[src/rtl/profile_ci_pkg.sv]
// Shared constants and control-word layout for the profiling CI unit.
package profile_ci_pkg;

  localparam int unsigned NUM_COUNTERS = 4;
  localparam int unsigned CNT_W        = 32;
  localparam int unsigned SEL_W        = 2;
  localparam int unsigned EN_LSB       = 0;
  localparam int unsigned DIS_LSB      = 4;
  localparam int unsigned CLR_LSB      = 8;
  localparam int unsigned CTRL_W       = 12;

  // Control word carried in valueB[11:0]; MSB-first so clr sits at [11:8].
  typedef struct packed {
    logic [NUM_COUNTERS-1:0] clr;
    logic [NUM_COUNTERS-1:0] dis;
    logic [NUM_COUNTERS-1:0] en;
  } ci_ctrl_t;

endpackage

[src/rtl/profile_ci_counter.sv]
// One profiling event counter with its own enable flag.
// Ports: clock, reset (sync, active-high), enable/dis (set/clear enable flag,
// dis wins), clear (zero the count, en untouched), evt (event this cycle),
// count (registered counter value).
// Build option: PROFILE_CI_SATURATE_EN makes the counter saturate instead of wrap.
module profile_counter
  import profile_ci_pkg::*;
(
  input  logic             clock,
  input  logic             reset,
  input  logic             enable,
  input  logic             dis,
  input  logic             clear,
  input  logic             evt,
  output logic [CNT_W-1:0] count
);

  logic             en;
  logic [CNT_W-1:0] count_inc;

  // Next value on an event: wrap or saturate depending on build.
`ifdef PROFILE_CI_SATURATE_EN
  assign count_inc = (count == {CNT_W{1'b1}}) ? count : count + CNT_W'(1);
`else
  assign count_inc = count + CNT_W'(1);
`endif

  // Enable flag: disable has priority over enable, otherwise hold.
  always_ff @(posedge clock) begin
    if (reset) begin
      en <= 1'b0;
    end else if (dis) begin
      en <= 1'b0;
    end else if (enable) begin
      en <= 1'b1;
    end
  end

  // Count: clear overrides any increment in the same cycle.
  always_ff @(posedge clock) begin
    if (reset) begin
      count <= '0;
    end else if (clear) begin
      count <= '0;
    end else if (en && evt) begin
      count <= count_inc;
    end
  end

endmodule

[src/rtl/profile_ci.sv]
// Profiling custom-instruction unit: four event counters controlled and read
// through the CPU custom-instruction port.
// Ports: clock, reset (sync, active-high), start (CI strobe), stall, busIdle
// (event sources), valueA ([1:0] read select), valueB (en/dis/clr fields),
// ciN (CI number), done (combinational completion), result (combinational
// read data, pre-edge counter value, 0 when not selected).
// Build option: PROFILE_CI_SATURATE_EN (counters saturate instead of wrap).
module profile_ci
  import profile_ci_pkg::*;
#(
  parameter logic [7:0] customId = 8'h00
) (
  input  logic        clock,
  input  logic        reset,
  input  logic        start,
  input  logic        stall,
  input  logic        busIdle,
  input  logic [31:0] valueA,
  input  logic [31:0] valueB,
  input  logic [7:0]  ciN,
  output logic        done,
  output logic [31:0] result
);

  logic                    sel;
  ci_ctrl_t                ctrl;
  logic [NUM_COUNTERS-1:0] evt;
  logic [CNT_W-1:0]        cnt [NUM_COUNTERS];
  logic                    unused_bits;

  assign sel  = start && (ciN == customId);
  assign ctrl = ci_ctrl_t'(valueB[CTRL_W-1:0]);

  // Upper operand bits carry no meaning for this unit.
  assign unused_bits = ^{valueA[31:SEL_W], valueB[31:CTRL_W]};

  // Event map: cycles, stall cycles, bus-idle cycles, stalls not explained by idle bus.
  assign evt = {stall & ~busIdle, busIdle, stall, 1'b1};

  for (genvar i = 0; i < NUM_COUNTERS; i++) begin : g_cnt
    profile_counter u_cnt (
      .clock  (clock),
      .reset  (reset),
      .enable (sel & ctrl.en[i]),
      .dis    (sel & ctrl.dis[i]),
      .clear  (sel & ctrl.clr[i]),
      .evt    (evt[i]),
      .count  (cnt[i])
    );
  end

  assign done   = sel;
  assign result = sel ? cnt[valueA[SEL_W-1:0]] : 32'd0;

endmodule

[config.mk]
export PLATFORM = sky130hd
export DESIGN_NAME = profile_ci
export DESIGN_NICKNAME = d
export VERILOG_FILES = /design/src/rtl/profile_ci_pkg.sv /design/src/rtl/profile_ci_counter.sv /design/src/rtl/profile_ci.sv
export SDC_FILE = /design/constraint.sdc
export NUM_CORES = 1
export LEC_CHECK = 0
export ABC_AREA = 1
export CELL_PAD_IN_SITES_DETAIL_PLACEMENT = 2
export CELL_PAD_IN_SITES_GLOBAL_PLACEMENT = 2
export CORE_ASPECT_RATIO = 0.8
export CORE_MARGIN = 10
export CORE_UTILIZATION = 32
export CTS_CLUSTER_SIZE = 20
export DETAILED_ROUTE_END_ITERATION = 7
export GPL_TIMING_DRIVEN = 1
export HOLD_SLACK_MARGIN = 0.12
export MAX_ROUTING_LAYER = met4
export PLACE_DENSITY_LB_ADDON = 0.05
export SLEW_MARGIN = 30
export SYNTH_ARGS = -nofsm -noshare
export SYNTH_HDL_FRONTEND = slang
export SYNTH_SLANG_ARGS = --single-unit
[constraint.sdc]
create_clock -name clock -period 3.1 [get_ports clock]
set_input_delay 0.62 -clock clock [delete_from_list [all_inputs] [get_ports clock]]
set_output_delay 0.62 -clock clock [all_outputs]
set_load 0.02 [all_outputs]
==> load_flow_metrics.sql, run 1 <==
INSERT INTO impl_metrics (metric_group, metric, value, unit) VALUES
('run_status', 'run_status', 'complete, no violations', ''),
('sta', 'relSlewSlack', '61.89', '%'),
('critical_path', 'cp-end-kind', 'output pin', ''),
('cells_and_area', 'nNetsFinal', '1560', ''),
('critical_path', 'cpMaxStageDelayCell', 'clkdlybuf4s50_1', ''),
('place', 'dpl.cell_count', '1816', ''),
('yosys', 'yosysWarningCount', '0', ''),
('sta', 'grt_setup_unrepaired', 'false', ''),
('floorplanning', 'floorplan.die.width', '201.8', 'µm'),
('sta', 'finClkSkew', '0.009694', 'ns'),
('yosys', 'synth_sequential_area_ratio', '31.23', '%'),
('detailed_routing', 'avgRoutedWirePerCell', '19.58', 'µm'),
('clocking', 'htree_levels', '4', ''),
('cells_and_area', 'antenna-diode-count', '0', ''),
('detailed_routing', 'remaining_drc_errors', '0', ''),
('sta', 'setup-tns-final', '0', 'ns'),
('critical_path', 'worst_setup_path_start_kind', 'primary input', ''),
('yosys', 'synthesis.area_per_instance', '5.996', 'µm²'),
('detailed_routing', 'detailedRoute.firstIterationViolations', '559', ''),
('clocking', 'clockRootBuffer', 'clkbuf_16', ''),
('critical_path', 'arrival', '2.38', 'ns'),
('detailed_routing', 'vias_per_cell', '5.022', ''),
('cells_and_area', 'stdcell_count', '1846', ''),
('floorplanning', 'chipHeight', '165.4', 'µm'),
('cells_and_area', 'fill_cells', '3319', ''),
('yosys', 'synthTopCellsByArea', 'dfxtp_1 31%, nand2_1 16%, nor2_1 11%, inv_1 8.4%, nand3_1 5.6%', ''),
('place', 'place.detailed.hpwl', '28350', 'µm'),
('place', 'final_gp_congestion', '0.8632', ''),
('pwr', 'total_leakage_power', '4.121', 'nW'),
('clocking', 'cts.clk_slew.worst_paths', '0.06', 'ns'),
('yosys', 'postSynthRegisterBits', '132', ''),
('grt', 'grt_max_degree', '38', ''),
('place', 'place_area', '9574', 'µm²'),
('sta', 'finalCriticalPeriod', '3.002', 'ns'),
('yosys', 'synth_top_area_share', '31.23', '%'),
('detailed_routing', 'firstDrtPassIters', '5', ''),
('worst_hold_path', 'hold_path.class', 'reg2reg', ''),
('sta', 'setup_slack', '0.09804', 'ns'),
('clocking', 'post_cts_setup_buffer_count', '0', ''),
('yosys', 'yosys-top-cells-count', '358 x nand2_1, 256 x nor2_1, 190 x inv_1, 132 x dfxtp_1, 94 x nand3_1', ''),
('detailed_routing', 'drt-total-wl', '36140', 'µm'),
('yosys', 'synth_area_leader_cell', 'dfxtp_1', ''),
('cells_and_area', 'post-route-cell-area', '10120', 'µm²'),
('critical_path', 'slowest_delay', '0.54', 'ns'),
('clocking', 'clk_latency', '0.44', 'ns'),
('cells_and_area', 'multi_input_comb_area', '4913', 'µm²'),
('grt', 'grt.overflow.total', '0', ''),
('yosys', 'synth-edff-count', '0', ''),
('clocking', 'ctsLongestPathBuffers', '2', ''),
('clocking', 'clock_sink_count', '132', ''),
('critical_path', 'crit_chain', 'clkdlybuf4s50_1 -> buf_12 -> o21ai_0 -> o22ai_1 -> nand2_1 -> inv_1 -> dlygate4sd2_1', ''),
('sta', 'timing.final.max_slew_violations', '0', ''),
('grt', 'grt_usage', '22.21', '%'),
('floorplanning', 'fp.dieArea', '33380', 'µm²'),
('sta', 'hold-worst-slack', '0.4704', 'ns'),
('cells_and_area', 'fraction_of_layout_instances_using_a_drive_strength_above_1', '7.388', '%'),
('yosys', 'yosysUniqueCellTypes', '37', ''),
('grt', 'first_global_vias', '9669', ''),
('cells_and_area', 'syn_to_final_growth', '19.60', '%'),
('place', 'io_buffer_count', '59', ''),
('critical_path', 'crit_path_class', 'in2out', ''),
('yosys', 'syn-instance-count', '1411', ''),
('clocking', 'cts_tree', 'done', ''),
('clocking', 'numCtsBuffers', '17', ''),
('floorplanning', 'io_pins', '110', ''),
('detailed_routing', 'detailroute.via_count', '9271', ''),
('detailed_routing', 'antenna_left', '0', ''),
('critical_path', 'critical_path_required', '2.48', 'ns'),
('pwr', 'ir_worst_vdd', '405.3', 'µV'),
('grt', 'grt_antenna_before_repair', '0', ''),
('yosys', 'yosys.cell_count.top_type', 'nand2_1', '');
worst max-delay path: cells and delay by family:
kind / cells / cell delay (ns)
AOI/OAI and AO/OA: 2 / 0.54
buffers and inverters: 4 / 1.13
and+or+nand+nor: 1 / 0.09
where the power goes:
| group | internal [mW] | total, mW | leakage, nW | switching, mW |
|---|---|---|---|---|
| Sequential | 1.70 | 1.70 | 1.06 | 0.000193 |
| Clock | 1.18 | 1.98 | 0.276 | 0.804 |
| Combinational | 0.0827 | 0.223 | 2.78 | 0.140 |
placed cells by master, fill, tap and decap left out, drive strengths merged:
cell and n:
nand2 363, nor2 286, inv 191, dfxtp 132, nand3 103, a21oi 88
o21ai 77, nor3 36, nand4 32, xor2 30, dlygate4sd2 30, buf 28
clkbuf 27, clkdlybuf4s50 25, nor3b 12, clkinv 6, xnor2 4, ha 4
clkdlybuf4s15 3, o22ai 2, and2 2, nand3b 2, and3 1, a31oi 1
o21bai 1, a21o 1, or2 1, clkinvlp 1
final timing paths:
check / slack, ns / depth (start not counted) / endpoint / startpoint
setup / recovery: 0.1 / 7 / result[29] / valueA[1]
hold / removal: 0.47 / 2 / g_cnt[2].u_cnt.en$_SDFFE_PP0P_ / g_cnt[2].u_cnt.en$_SDFFE_PP0P_
setup reg to reg: 1.13 / 7 / g_cnt[0].u_cnt.count[29]$_SDFFE_PP0P_ / g_cnt[0].u_cnt.en$_SDFFE_PP0P_
hold reg to reg: 0.47 / 2 / g_cnt[2].u_cnt.en$_SDFFE_PP0P_ / g_cnt[2].u_cnt.en$_SDFFE_PP0P_
repair_timing:
item	4_1_cts	5_1_grt
pin swaps	0	0
gates cloned	0	1
endpoints found under the setup margin	33	9
hold buffers	0	0
gates resized for setup	34	5
registers in the layout, summed over array words and instances, names as in the netlist:
name               count
g_cnt.u_cnt.en         4
g_cnt.u_cnt.count    128
routing by layer:
layer	GRT usage (%)	vias up	share of wire (%)
met5	-	-	0
met4	6.001	0	1.8
met3	2.866	34	2.4
met2	34.09	99	44
met1	30.22	4569	52
li1	-	4569	-
layout make-up:
type | instances | area share (%)
Tap cell | 357 | 4.414
Inverter | 195 | 7.246
Clock buffer | 26 | 5.330
Clock inverter | 3 | 0.1731
Sequential cell | 132 | 26.12
Timing Repair Buffer | 87 | 8.161
Multi-Input combinational cell | 1046 | 48.56
cell families (layout without fill, tap and decap cells):
family / count (synthesis) / count (layout) / synth area share (%)
AND/OR/NAND/NOR: 838 / 838 / 43.80
AO/OA/AOI/OAI: 170 / 170 / 10.16
buffers and inverters: 233 / 311 / 10.69
XOR/XNOR: 34 / 34 / 3.520
adder cells (fa/ha/maj): 4 / 4 / 0.5916
flip-flops: 132 / 132 / 31.23
per-stage QoR:
stage / total power, mW / util (%)
6_report: 3.901 / 38.73
3_3_place_gp: 1.952 / 36.64
2_1_floorplan: 1.845 / -
5_1_grt: 4.024 / 38.73
3_5_place_dp: 1.957 / 36.64
4_1_cts: 3.939 / 38.62
No activity file was read; power rests on OpenSTA's default activity.
==> run 2: changes to the inputs <==
--- a/config.mk
+++ b/config.mk
@@ -5,12 +5,11 @@
 export SDC_FILE = /design/constraint.sdc
 export NUM_CORES = 1
 export LEC_CHECK = 0
-export ABC_AREA = 1
 export CELL_PAD_IN_SITES_DETAIL_PLACEMENT = 2
 export CELL_PAD_IN_SITES_GLOBAL_PLACEMENT = 2
 export CORE_ASPECT_RATIO = 0.8
 export CORE_MARGIN = 10
-export CORE_UTILIZATION = 32
+export CORE_UTILIZATION = 36
 export CTS_CLUSTER_SIZE = 20
 export DETAILED_ROUTE_END_ITERATION = 7
 export GPL_TIMING_DRIVEN = 1
==> constraint.sdc (replaced) <==
create_clock -name clock -period 3.5 [get_ports clock]
set_input_delay 0.7 -clock clock [delete_from_list [all_inputs] [get_ports clock]]
set_output_delay 0.7 -clock clock [all_outputs]
set_load 0.02 [all_outputs]
==> run 2 against run 1 <==
Hold slack better by 0.033 ns; die area is 20% lower; highest routed layer unchanged; largest cell class unchanged; non-clock buffer count is 9 lower; synthesized cell count is 41% lower; combinational power is 44% lower; worst setup slack worse by 0.048 ns.
==> load_flow_metrics.sql, run 2 <==
INSERT INTO impl_metrics (metric_group, metric, value, unit) VALUES
('run_status', 'run_status', 'complete, no violations', ''),
('sta', 'hold-worst-slack', '0.5032', 'ns'),
('pwr', 'power', '3.398', 'mW'),
('place', 'dpl.cell_count', '1126', ''),
('floorplanning', 'starting_density_of_the_core', '36.94', '%'),
('detailed_routing', 'antenna_left', '0', ''),
('pwr', 'internal_dissipation', '2.555', 'mW'),
('detailed_routing', 'detailedRoute.firstIterationViolations', '372', ''),
('yosys', 'synth_area_leader_cell', 'dfxtp_1', ''),
('pwr', 'power_density', '382.0', 'nW/µm²'),
('floorplanning', 'core.rowCount', '46', ''),
('cells_and_area', 'largest-register', 'g_cnt.u_cnt.count', ''),
('yosys', 'synth_top_area_share', '35.81', '%'),
('cells_and_area', 'biggestRegsByFlops', 'g_cnt.u_cnt.count x128, g_cnt.u_cnt.en x4', ''),
('grt', 'grt_antenna_before_repair', '0', ''),
('yosys', 'synthesis.area_per_instance', '8.815', 'µm²'),
('critical_path', 'r2r_cells', '4', ''),
('cells_and_area', 'antenna-diode-count', '0', ''),
('yosys', 'post_synth_instance_area', '7378', 'µm²'),
('grt', 'first_global_vias', '7569', ''),
('detailed_routing', 'remaining_drc_errors', '0', ''),
('floorplanning', 'fp.dieArea', '26660', 'µm²'),
('sta', 'finalCriticalPeriod', '3.450', 'ns'),
('yosys', 'synth_sequential_area_ratio', '35.81', '%'),
('critical_path', 'worst_setup_path_start_kind', 'primary input', ''),
('pwr', 'seq_power_share', '44.2', '%'),
('worst_hold_path', 'hold_path.class', 'reg2reg', ''),
('pwr', 'power_frac_clock', '52.1', '%'),
('flow_run', 'max_cap_violations', '0', ''),
('cells_and_area', 'stdcell_count', '1158', ''),
('pwr', 'total_switching_power', '0.8423', 'mW'),
('sta', 'layout_worst_path_cycle_share', '98.58', '%'),
('cells_and_area', 'nNetsFinal', '962', ''),
('sta', 'fmax_achieved', '289.8', 'MHz'),
('clocking', 'clk_latency', '0.42', 'ns'),
('place', 'place.detailed.hpwl', '20760', 'µm'),
('clocking', 'cts_tree', 'done', ''),
('detailed_routing', 'vias_per_cell', '6.078', ''),
('cells_and_area', 'finish.utilization', '44.54', '%'),
('critical_path', 'arrival', '2.75', 'ns'),
('critical_path', 'ff2ff_setup_slack', '1.08', 'ns'),
('grt', 'grt_max_degree', '40', ''),
('pwr', 'power.share.combinational', '3.7', '%'),
('sta', 'finClkSkew', '0.01018', 'ns'),
('floorplanning', 'placeableCoreArea', '19970', 'µm²'),
('sta', 'relSlewSlack', '46.53', '%'),
('sta', 'timing.final.max_slew_violations', '0', ''),
('clocking', 'post_cts_setup_buffer_count', '0', ''),
('yosys', 'synth_async_sr_flop_share', '0', '%'),
('clocking', 'clockRootBuffer', 'clkbuf_16', ''),
('grt', 'grt_usage', '21.30', '%'),
('sta', 'finalHoldViolations', '0', ''),
('critical_path', 'crit_path_max_fanout', '39', ''),
('cells_and_area', 'fraction_of_layout_instances_using_a_drive_strength_above_1', '10.18', '%'),
('yosys', 'synthTopCellsByArea', 'dfxtp_1 36%, mux4_2 9.8%, a21oi_1 5.3%, or4_1 5.1%, o31ai_1 4.3%', ''),
('place', 'io_buffer_count', '59', ''),
('yosys', 'yosys.cell_count.top_type', 'dfxtp_1', ''),
('clocking', 'cts.clk_slew.worst_paths', '0.06', 'ns'),
('cells_and_area', 'most-common-layout-cells', '132 x dfxtp_1, 78 x a21oi_1, 63 x nand2_1', ''),
('grt', 'wire_length_of_the_first_global_routing_pass', '44350', 'µm'),
('cells_and_area', 'syn_to_final_growth', '20.57', '%'),
('grt', 'grt.overflow.total', '0', ''),
('floorplanning', 'io_pins', '110', ''),
('yosys', 'yosysWarningCount', '0', ''),
('critical_path', 'crit_path_class', 'in2out', ''),
('worst_hold_path', 'timing.hold.worst.start', 'g_cnt[3].u_cnt.count[21]$_SDFFE_PP0P_', ''),
('yosys', 'yosys-top-cells-count', '132 x dfxtp_1, 78 x a21oi_1, 63 x nand2_1, 50 x or4_1', ''),
('detailed_routing', 'avgRoutedWirePerCell', '24.18', 'µm'),
('clocking', 'ctsLongestPathBuffers', '2', ''),
('critical_path', 'reg2reg_to', 'g_cnt[2].u_cnt.count[31]$_SDFFE_PP0P_', ''),
('clocking', 'numCtsBuffers', '17', ''),
('worst_hold_path', 'hold-path-cell-count', '2', ''),
('sta', 'worstMarginPinSlew', '0.7983', 'ns'),
('cells_and_area', 'layout.cells.most_common', 'dfxtp_1', ''),
('clocking', 'clock_sink_count', '132', ''),
('detailed_routing', 'firstDrtPassIters', '5', ''),
('yosys', 'yosysUniqueCellTypes', '44', ''),
('cells_and_area', 'largest_register_ffs', '128', ''),
('critical_path', 'cp-end-kind', 'output pin', ''),
('worst_hold_path', 'min_delay_endpoint', 'g_cnt[3].u_cnt.count[21]$_SDFFE_PP0P_', ''),
('clocking', 'ctsHoldBuffers', '0', ''),
('pwr', 'ir_worst_vdd', '277.0', 'µV'),
('detailed_routing', 'detailroute.via_count', '7038', ''),
('yosys', 'syn-instance-count', '837', ''),
('floorplanning', 'floorplan.die.width', '180.1', 'µm'),
('yosys', 'synth_flop_cell', 'dfxtp_1', ''),
('detailed_routing', 'drt-total-wl', '28000', 'µm'),
('critical_path', 'critical_path_required', '2.80', 'ns'),
('clocking', 'htree_levels', '4', ''),
('place', 'final_gp_congestion', '0.8797', ''),
('pwr', 'netSwitchingFraction', '24.79', '%'),
('sta', 'setup-violations-final', '0', ''),
('pwr', 'total_leakage_power', '3.241', 'nW'),
('critical_path', 'critical_path.reg2reg.startpoint', 'g_cnt[2].u_cnt.count[3]$_SDFFE_PP0P_', ''),
('floorplanning', 'chipHeight', '148.0', 'µm'),
('yosys', 'synthesis.nets', '918', ''),
('yosys', 'postSynthRegisterBits', '132', ''),
('yosys', 'synth-edff-count', '0', '');
[run 2: cell types whose count changed after synthesis, moves of 22 or more]
cell and delta:
and2_1 +36, o21ai_0 -51, inv_1 -178, nand2_1 -295, nor3_1 -22, mux4_2 +32, o31ai_1 +42, or4_1 +50
or3_1 +25, nor2_1 -211, nand3_1 -49
[run 2: layout make-up]
| cell class | instances | area [µm²] |
|---|---|---|
| clock buffer | 17 | 425.4 |
| clock inverter | 15 | 146.4 |
| fill | 2146 | 11080 |
| inverter | 12 | 45.04 |
| multi-input combinational | 640 | 4471 |
| sequential | 132 | 2643 |
| tap | 264 | 330.3 |
| timing repair buffer | 78 | 835.8 |
[run 2: logic make-up after synthesis]
| kind of cell | count (synthesis) | share of synthesized area, % |
|---|---|---|
| simple gates | 389 | 30.44 |
| buf+inv | 65 | 3.798 |
| fa+ha+maj | 4 | 0.6783 |
| compound gates | 162 | 13.01 |
| mux | 44 | 11.40 |
| xor+xnor | 41 | 4.867 |
| flops | 132 | 35.81 |
[run 2: metrics by stage]
step / TNS (ns) / setup slack, ns / area, µm²
finish: 0 / 0.04973 / 8896
global route: -0.07640 / -0.03272 / 8896
CTS: 0 / 0.03471 / 8817
detailed placement: -0.1722 / -0.03316 / 8239
global placement: 0 / 0.05964 / 8239
floorplan: 0 / 0.5629 / 7378
[run 2: timing repair]
item                                    in CTS  in global routing
endpoints found under the hold margin        0                  0
resized for setup                            1                 29
endpoints found under the setup margin      15                 32
[run 2: how the worst max path moves through the flow]
stage / from / to / slack (ns) / depth (start not counted)
after detailed placement: ciN[2] / result[8] / -0.03 / 6
after global routing: ciN[2] / result[23] / -0.03 / 6
after floorplan: valueA[0] / result[22] / 0.56 / 4
final: ciN[2] / result[14] / 0.05 / 6
after global placement: ciN[2] / result[8] / 0.06 / 6
after CTS: ciN[2] / result[8] / 0.03 / 6
[run 2: metal layers]
metal  wire length, µm  GRT usage, %  vias up
met5                 0             -        -
met1             13360         27.71     3629
met4               470         5.403        0
met2             13400         34.43      107
li1                  -             -     3276
met3               771         2.781       26
[run 2: power groups by stage]
stage / combinational [mW] / sequential, mW / clock [mW]
global route: 0.134 / 1.50 / 1.87
CTS: 0.124 / 1.50 / 1.79
global placement: 0.118 / 1.54 / 0
detailed placement: 0.123 / 1.54 / 0
floorplan: 0.0643 / 1.54 / 0
finish: 0.125 / 1.50 / 1.77
[run 2: worst max-delay path, stage by stage]
cell             delay [ns]
clkdlybuf4s50_1        0.45
nor4_4                 0.34
and3_1                 0.26
buf_12                 0.20
and2_1                 0.16
clkdlybuf4s50_1        0.63
